--- config.mk ---
export PLATFORM = sky130hd
export DESIGN_NAME = muldiv_sequencer
export DESIGN_NICKNAME = d
export VERILOG_FILES = /design/src/rtl/muldiv_sequencer.sv
export SDC_FILE = /design/constraint.sdc
export NUM_CORES = 1
export LEC_CHECK = 0
export CORE_MARGIN = 4
export CORE_UTILIZATION = 54
export DETAILED_ROUTE_END_ITERATION = 16
export HOLD_SLACK_MARGIN = 0.12
export PLACE_DENSITY = 0.88
export SKIP_LAST_GASP = 1
export SLEW_MARGIN = 20
export SYNTH_ARGS = -nofsm -noshare
export SYNTH_HDL_FRONTEND = slang
export SYNTH_SLANG_ARGS = --single-unit
--- constraint.sdc ---
create_clock -name clock -period 3.1 [get_ports clock]
set_clock_uncertainty 0.05 [all_clocks]
set_input_delay 0.62 -clock clock [delete_from_list [all_inputs] [get_ports clock]]
set_output_delay 0.62 -clock clock [all_outputs]
set_load 0.05 [all_outputs]
--- src/rtl/muldiv_sequencer.sv ---
// muldiv_sequencer: multi-cycle multiply/divide controller.
// Takes one operation per valid/ready handshake. It runs a 1-bit-per-cycle
// shift-add (MUL) or restoring shift-subtract (DIV) engine on operand
// magnitudes, then applies a sign fix-up and writes the HI/LO result registers.
// Ports:
//   clock, clear_n             rising-edge clock, async active-low reset
//   start_valid / start_ready  request handshake (start_ready is combinational)
//   op                         00 MULS, 01 MULU, 10 DIVU, 11 DIVS
//   a, b                       operands, sampled only on accept
//   cancel                     aborts an operation in flight; blocks accept when idle
//   busy                       engine not idle
//   done                       one-cycle pulse when hi/lo/div_by_zero update
//   hi, lo                     MUL: product high/low; DIV: remainder/quotient
//   div_by_zero                last completed DIV had a zero divisor
module muldiv_sequencer #(
   parameter int unsigned WIDTH = 32
) (
   input  logic             clock,
   input  logic             clear_n,
   input  logic             start_valid,
   output logic             start_ready,
   input  logic [1:0]       op,
   input  logic [WIDTH-1:0] a,
   input  logic [WIDTH-1:0] b,
   input  logic             cancel,
   output logic             busy,
   output logic             done,
   output logic [WIDTH-1:0] hi,
   output logic [WIDTH-1:0] lo,
   output logic             div_by_zero
);

   localparam int unsigned CW = (WIDTH > 1) ? $clog2(WIDTH) : 1;
   localparam logic [CW-1:0] LAST_ITER = CW'(WIDTH - 1);
   localparam logic [1:0] OP_MULS = 2'b00;
   localparam logic [1:0] OP_DIVS = 2'b11;

   typedef enum logic [1:0] {ST_IDLE, ST_RUN, ST_FIX} state_t;

   state_t           state, state_n;
   logic [CW-1:0]    count;
   logic             accept_c, iter_c, commit_c;

   // Operation context captured at accept
   logic             is_div, b_zero, neg_q, neg_r;
   logic [WIDTH-1:0] a_raw, opnd_b;
   // Shared engine registers: MUL = partial product high / multiplier-low;
   // DIV = partial remainder / dividend-quotient
   logic [WIDTH-1:0] acc_hi, acc_lo;

   logic             signed_c, a_neg_c, b_neg_c;
   logic [WIDTH-1:0] a_mag_c, b_mag_c;
   logic [WIDTH-1:0] mul_add_c;
   logic [WIDTH:0]   mul_sum_c;
   logic [WIDTH:0]   div_shift_c;
   logic             div_ge_c;
   logic [WIDTH-1:0] div_diff_c;
   logic [2*WIDTH-1:0] prod_c;
   logic [WIDTH-1:0] res_hi_c, res_lo_c;

   assign start_ready = (state == ST_IDLE) && !cancel && clear_n;

   // Operand magnitudes for the unsigned engine
   assign signed_c = (op == OP_MULS) || (op == OP_DIVS);
   assign a_neg_c  = signed_c && a[WIDTH-1];
   assign b_neg_c  = signed_c && b[WIDTH-1];
   assign a_mag_c  = a_neg_c ? (~a + WIDTH'(1)) : a;
   assign b_mag_c  = b_neg_c ? (~b + WIDTH'(1)) : b;

   // One shift-add step: conditionally add, then shift the 2W pair right
   assign mul_add_c = acc_lo[0] ? opnd_b : '0;
   assign mul_sum_c = {1'b0, acc_hi} + {1'b0, mul_add_c};

   // One restoring step; remainder stays below divisor so W bits of difference suffice
   assign div_shift_c = {acc_hi, acc_lo[WIDTH-1]};
   assign div_ge_c    = div_shift_c >= {1'b0, opnd_b};
   assign div_diff_c  = div_shift_c[WIDTH-1:0] - opnd_b;

   // Sign fix-up of the final engine state
   assign prod_c = neg_q ? (~{acc_hi, acc_lo} + (2*WIDTH)'(1)) : {acc_hi, acc_lo};

   always_comb begin : fix_result
      res_hi_c = prod_c[2*WIDTH-1:WIDTH];
      res_lo_c = prod_c[WIDTH-1:0];
      if (is_div) begin
         if (b_zero) begin
            res_hi_c = a_raw;
            res_lo_c = '1;
         end else begin
            res_hi_c = neg_r ? (~acc_hi + WIDTH'(1)) : acc_hi;
            res_lo_c = neg_q ? (~acc_lo + WIDTH'(1)) : acc_lo;
         end
      end
   end

   // State register
   always_ff @(posedge clock or negedge clear_n) begin
      if (!clear_n) state <= ST_IDLE;
      else          state <= state_n;
   end

   // Next state and step controls; cancel overrides both RUN and the FIX commit
   always_comb begin : fsm_next
      state_n  = state;
      accept_c = 1'b0;
      iter_c   = 1'b0;
      commit_c = 1'b0;
      case (state)
         ST_IDLE: begin
            if (start_valid && start_ready) begin
               accept_c = 1'b1;
               state_n  = ST_RUN;
            end
         end
         ST_RUN: begin
            if (cancel) begin
               state_n = ST_IDLE;
            end else begin
               iter_c = 1'b1;
               if (count == LAST_ITER) state_n = ST_FIX;
            end
         end
         ST_FIX: begin
            state_n  = ST_IDLE;
            commit_c = !cancel;
         end
         default: state_n = ST_IDLE;
      endcase
   end

   // Engine datapath and registered outputs
   always_ff @(posedge clock or negedge clear_n) begin
      if (!clear_n) begin
         count       <= '0;
         is_div      <= 1'b0;
         b_zero      <= 1'b0;
         neg_q       <= 1'b0;
         neg_r       <= 1'b0;
         a_raw       <= '0;
         opnd_b      <= '0;
         acc_hi      <= '0;
         acc_lo      <= '0;
         busy        <= 1'b0;
         done        <= 1'b0;
         hi          <= '0;
         lo          <= '0;
         div_by_zero <= 1'b0;
      end else begin
         busy <= (state_n != ST_IDLE);
         done <= commit_c;
         if (accept_c) begin
            count  <= '0;
            is_div <= op[1];
            b_zero <= (b == '0);
            neg_q  <= a_neg_c ^ b_neg_c;
            neg_r  <= a_neg_c;
            a_raw  <= a;
            opnd_b <= b_mag_c;
            acc_hi <= '0;
            acc_lo <= a_mag_c;
         end
         if (iter_c) begin
            count <= count + CW'(1);
            if (is_div) begin
               acc_hi <= div_ge_c ? div_diff_c : div_shift_c[WIDTH-1:0];
               acc_lo <= {acc_lo[WIDTH-2:0], div_ge_c};
            end else begin
               acc_hi <= mul_sum_c[WIDTH:1];
               acc_lo <= {mul_sum_c[0], acc_lo[WIDTH-1:1]};
            end
         end
         if (commit_c) begin
            hi          <= res_hi_c;
            lo          <= res_lo_c;
            div_by_zero <= is_div && b_zero;
         end
      end
   end

endmodule

==> flow_summary_export.csv <==
group,metric,value,unit
synth,yosys-top-cells-area,"dfrtp_1, nand2_1, xor2_1",
pwr,p_leak,9.48,nW
drt,firstDrtPassIters,6,
clock_network,numClockSinks,206,
worst_setup_path,end_kind,"flop",
timing,rsz0062_at_grt,"yes",
timing,final-setup-viol-count,5,
synth,synthMuxAreaShare,0.0394,
drt,viasPerCell,6.27,
synth,synth_area,0.0159,mm²
synth,synth_top_family_by_area,"compound AO/OA/AOI/OAI gates",
floorplan,start_util,0.550,
synth,synth-adder-area-share,0.0577,
clock_network,cts_made_buffers,24,
clock_network,htree_levels,1,
grt,grt_max_degree,133,
drt,route.vias.total,17205,
drt,wire_per_inst,20.8,µm
timing,min_period,3210,ps
clock_network,clk_pin_slew,70,ps
grt,grt_pass1_wl,86700,µm
pwr,power_frac_clock,0.171,
pwr,internal_power,9.10,mW
worst_setup_path,start_kind,"flop",
pwr,power_switching_share,0.446,
timing,setup_slack,-113,ps
timing,final-hold-violation-count,0,
clock_network,clockBufferDepth,3,
floorplan,boundaryPins,138,
timing,final-max-slew-violation-count,0,
drt,drc,0,
grt,grt_remaining_overflow,0,
drt,drtAntennaViolNets,0,
floorplan,die_x,180,µm
floorplan,die_height,180,µm
pwr,total_power,16.4,mW
job,drv_cap,0,
timing,worst_pin_slew,1040,ps
worst_setup_path,cp.required,3480,ps
synth,ys_seq_area_frac,0.325,
placement,place_congestion,1.05,
synth,ys_ff_latch,206,
timing,whs,139,ps
floorplan,dieArea,0.0322,mm²
grt,grt_pass1_vias,16568,
final_layout,fin_nets,2482,
pwr,seq_power_share,0.236,
timing,fmax,311,MHz
clock_network,cts_tree,"built",
synth,ys.flop_type,"dfrtp_1",
worst_setup_path,worst-path-max-fanout,8,
synth,synth_warnings,0,
final_layout,area_growth,34.1,%
synth,synth_compound_area_frac,0.233,
clock_network,clockRootBuffer,"clkbuf_16",
synth,yosys.area.top_type,"dfrtp_1",
synth,netlist_instances,2003,
grt,antenna_found_initial,0,
synth,synth-xor-area-share,0.108,
synth,synth-async-reset-ratio,1.00,
placement,dp_hpwl,41000,µm
synth,synth_cell_types,72,
worst_setup_path,critical_path_arrival,3600,ps
synth,postSynthAreaPerCell,7.93,µm²
synth,netlist.area_leader.share,0.325,
worst_setup_path,worstSetupPathType,"flop to flop",
pwr,ir_drop,0.538,mV
floorplan,fp-row-count,62,
hold_path,hold_path_class,"input port to asynchronous set/reset pin",
grt,grt.total_usage,0.323,
pwr,p_sw,7.32,mW
final_layout,drive_gt1_frac,0.216,
clock_network,clock_latency,550,ps
pwr,combPwrFrac,0.592,
drt,first_iter_violations,1853,
status,status,"finished, violations left",
floorplan,fp.coreArea,0.0289,mm²
pwr,power.density,771,mW/mm²
synth,synth_simple_gate_area_frac,0.192,
placement,portBuffers,137,
synth,syn_nets,2145,
status,violations,"setup timing",
synth,synth-edff-count,0,
timing,fin_crit_sh,1.04,
drt,drt_wl_total,57200,µm
timing,max_slew_margin,0.306,
[repair_timing]
action	CTS	global route
cloned	0	0
buffers inserted	12	25
setup endpoints to repair	49	64
hold buffers	0	0
pin swaps	32	86
gates resized for setup	68	162
[flip-flops by register name, summed over array words and instances, names as in the netlist]
name         cells
div_by_zero      1
b_zero           1
opnd_b          32
count            5
acc_lo          32
a_raw           32
hi              32
is_div           1
state            2
neg_q            1
acc_hi          32
neg_r            1
busy             1
lo              32
done             1
[metal layers]
layer,part of all wire,track usage
met1,0.39,0.431
met2,0.46,0.531
met3,0.10,0.0572
met4,0.046,0.116
met5,0,0
[cell usage in the layout, fill, tap and decap left out, types with 55 or more instances in the layout]
cell type	n
mux2i_1	58
clkdlybuf4s50_1	131
o21ai_0	137
inv_1	55
nor2_1	157
a21oi_1	156
dfrtp_1	202
ha_1	61
buf_4	280
nand2_1	293
xor2_1	110
xnor2_1	84
[power by group through the flow]
stage / registers [mW] / clock network (mW) / logic (mW)
floorplan: 3.58 / 0 / 5.27
global placement: 3.82 / 0 / 8.03
detailed placement: 3.85 / 0 / 8.28
CTS: 3.81 / 2.81 / 8.61
global route: 3.93 / 2.93 / 10.4
finish: 3.88 / 2.81 / 9.73
[stage by stage]
stage	util	area, µm²	cells	worst slack [ps]	TNS, ps
6_report	0.738	21300	2743	-113	-340
3_5_place_dp	0.673	19400	2664	-650	-13020
5_1_grt	0.738	21300	2742	-198	-1930
3_3_place_gp	0.673	19400	2664	-609	-8480
2_1_floorplan	-	15900	2003	-47.0	-82.5
4_1_cts	0.711	20500	2720	-60.3	-191
[synthesized netlist by cell type (all sizes together) (9+ instances only)]
master and n:
nand2 299, dfrtp 206, o21ai 191, a21oi 179, nor2 173, xor2 112
clkbuf 111, xnor2 84, ha 70, inv 63, mux2i 58, a211oi 44
nand3 43, a21o 35, o31ai 33, nor3 27, or3 23, nand2b 18
buf 17, nor2b 17, o41ai 15, nor4 14, or4 14, and2 12
o211ai 12, or2 12, and3 10, a22oi 9
[cells by family (layout without fill, tap and decap cells)]
group / after synthesis / count (layout)
flip-flops: 206 / 206
adder cells (fa/ha/maj): 72 / 72
AO/OA/AOI/OAI: 597 / 597
XOR/XNOR: 196 / 196
buffers and inverters: 191 / 546
AND/OR/NAND/NOR: 679 / 679
other: 0 / 1
multiplexers: 62 / 62
[worst max-delay path, cell delays in order (launching register included)]
cell and delay [ps]:
dfrtp_2 460, clkinv_4 130, buf_6 120, nor2_4 40, ha_4 300, buf_6 110, a2111oi_4 70, a2111oi_4 310
o21ai_2 130, a21o_1 220, o311a_1 370, o21ai_2 190, xor2_1 100, a22o_1 210, a221o_1 270
[final timing paths]
check / endpoint / cells after the start / start / slack [ps]
max: acc_hi[24] / 14 / acc_lo[0] / -110
min: acc_hi[22] / 2 / clear_n / 140
max reg2reg: acc_hi[24] / 14 / acc_lo[0] / -110
min reg2reg: hi[4] / 2 / hi[4] / 430
max in group asynchronous: hi[9] / 3 / clear_n / 1710
min in group clock: hi[4] / 2 / hi[4] / 430
[area by class of cell]
cell class,instances,area [µm²]
Sequential cell,206,5160
Fill cell,2030,7550
Antenna cell,1,2.50
Timing Repair Buffer,439,3800
Clock buffer,33,654
Inverter,63,241
Clock inverter,11,106
Tap cell,384,480
Multi-Input combinational cell,1606,10900
Note: power is estimated with default switching activity, not from simulation.
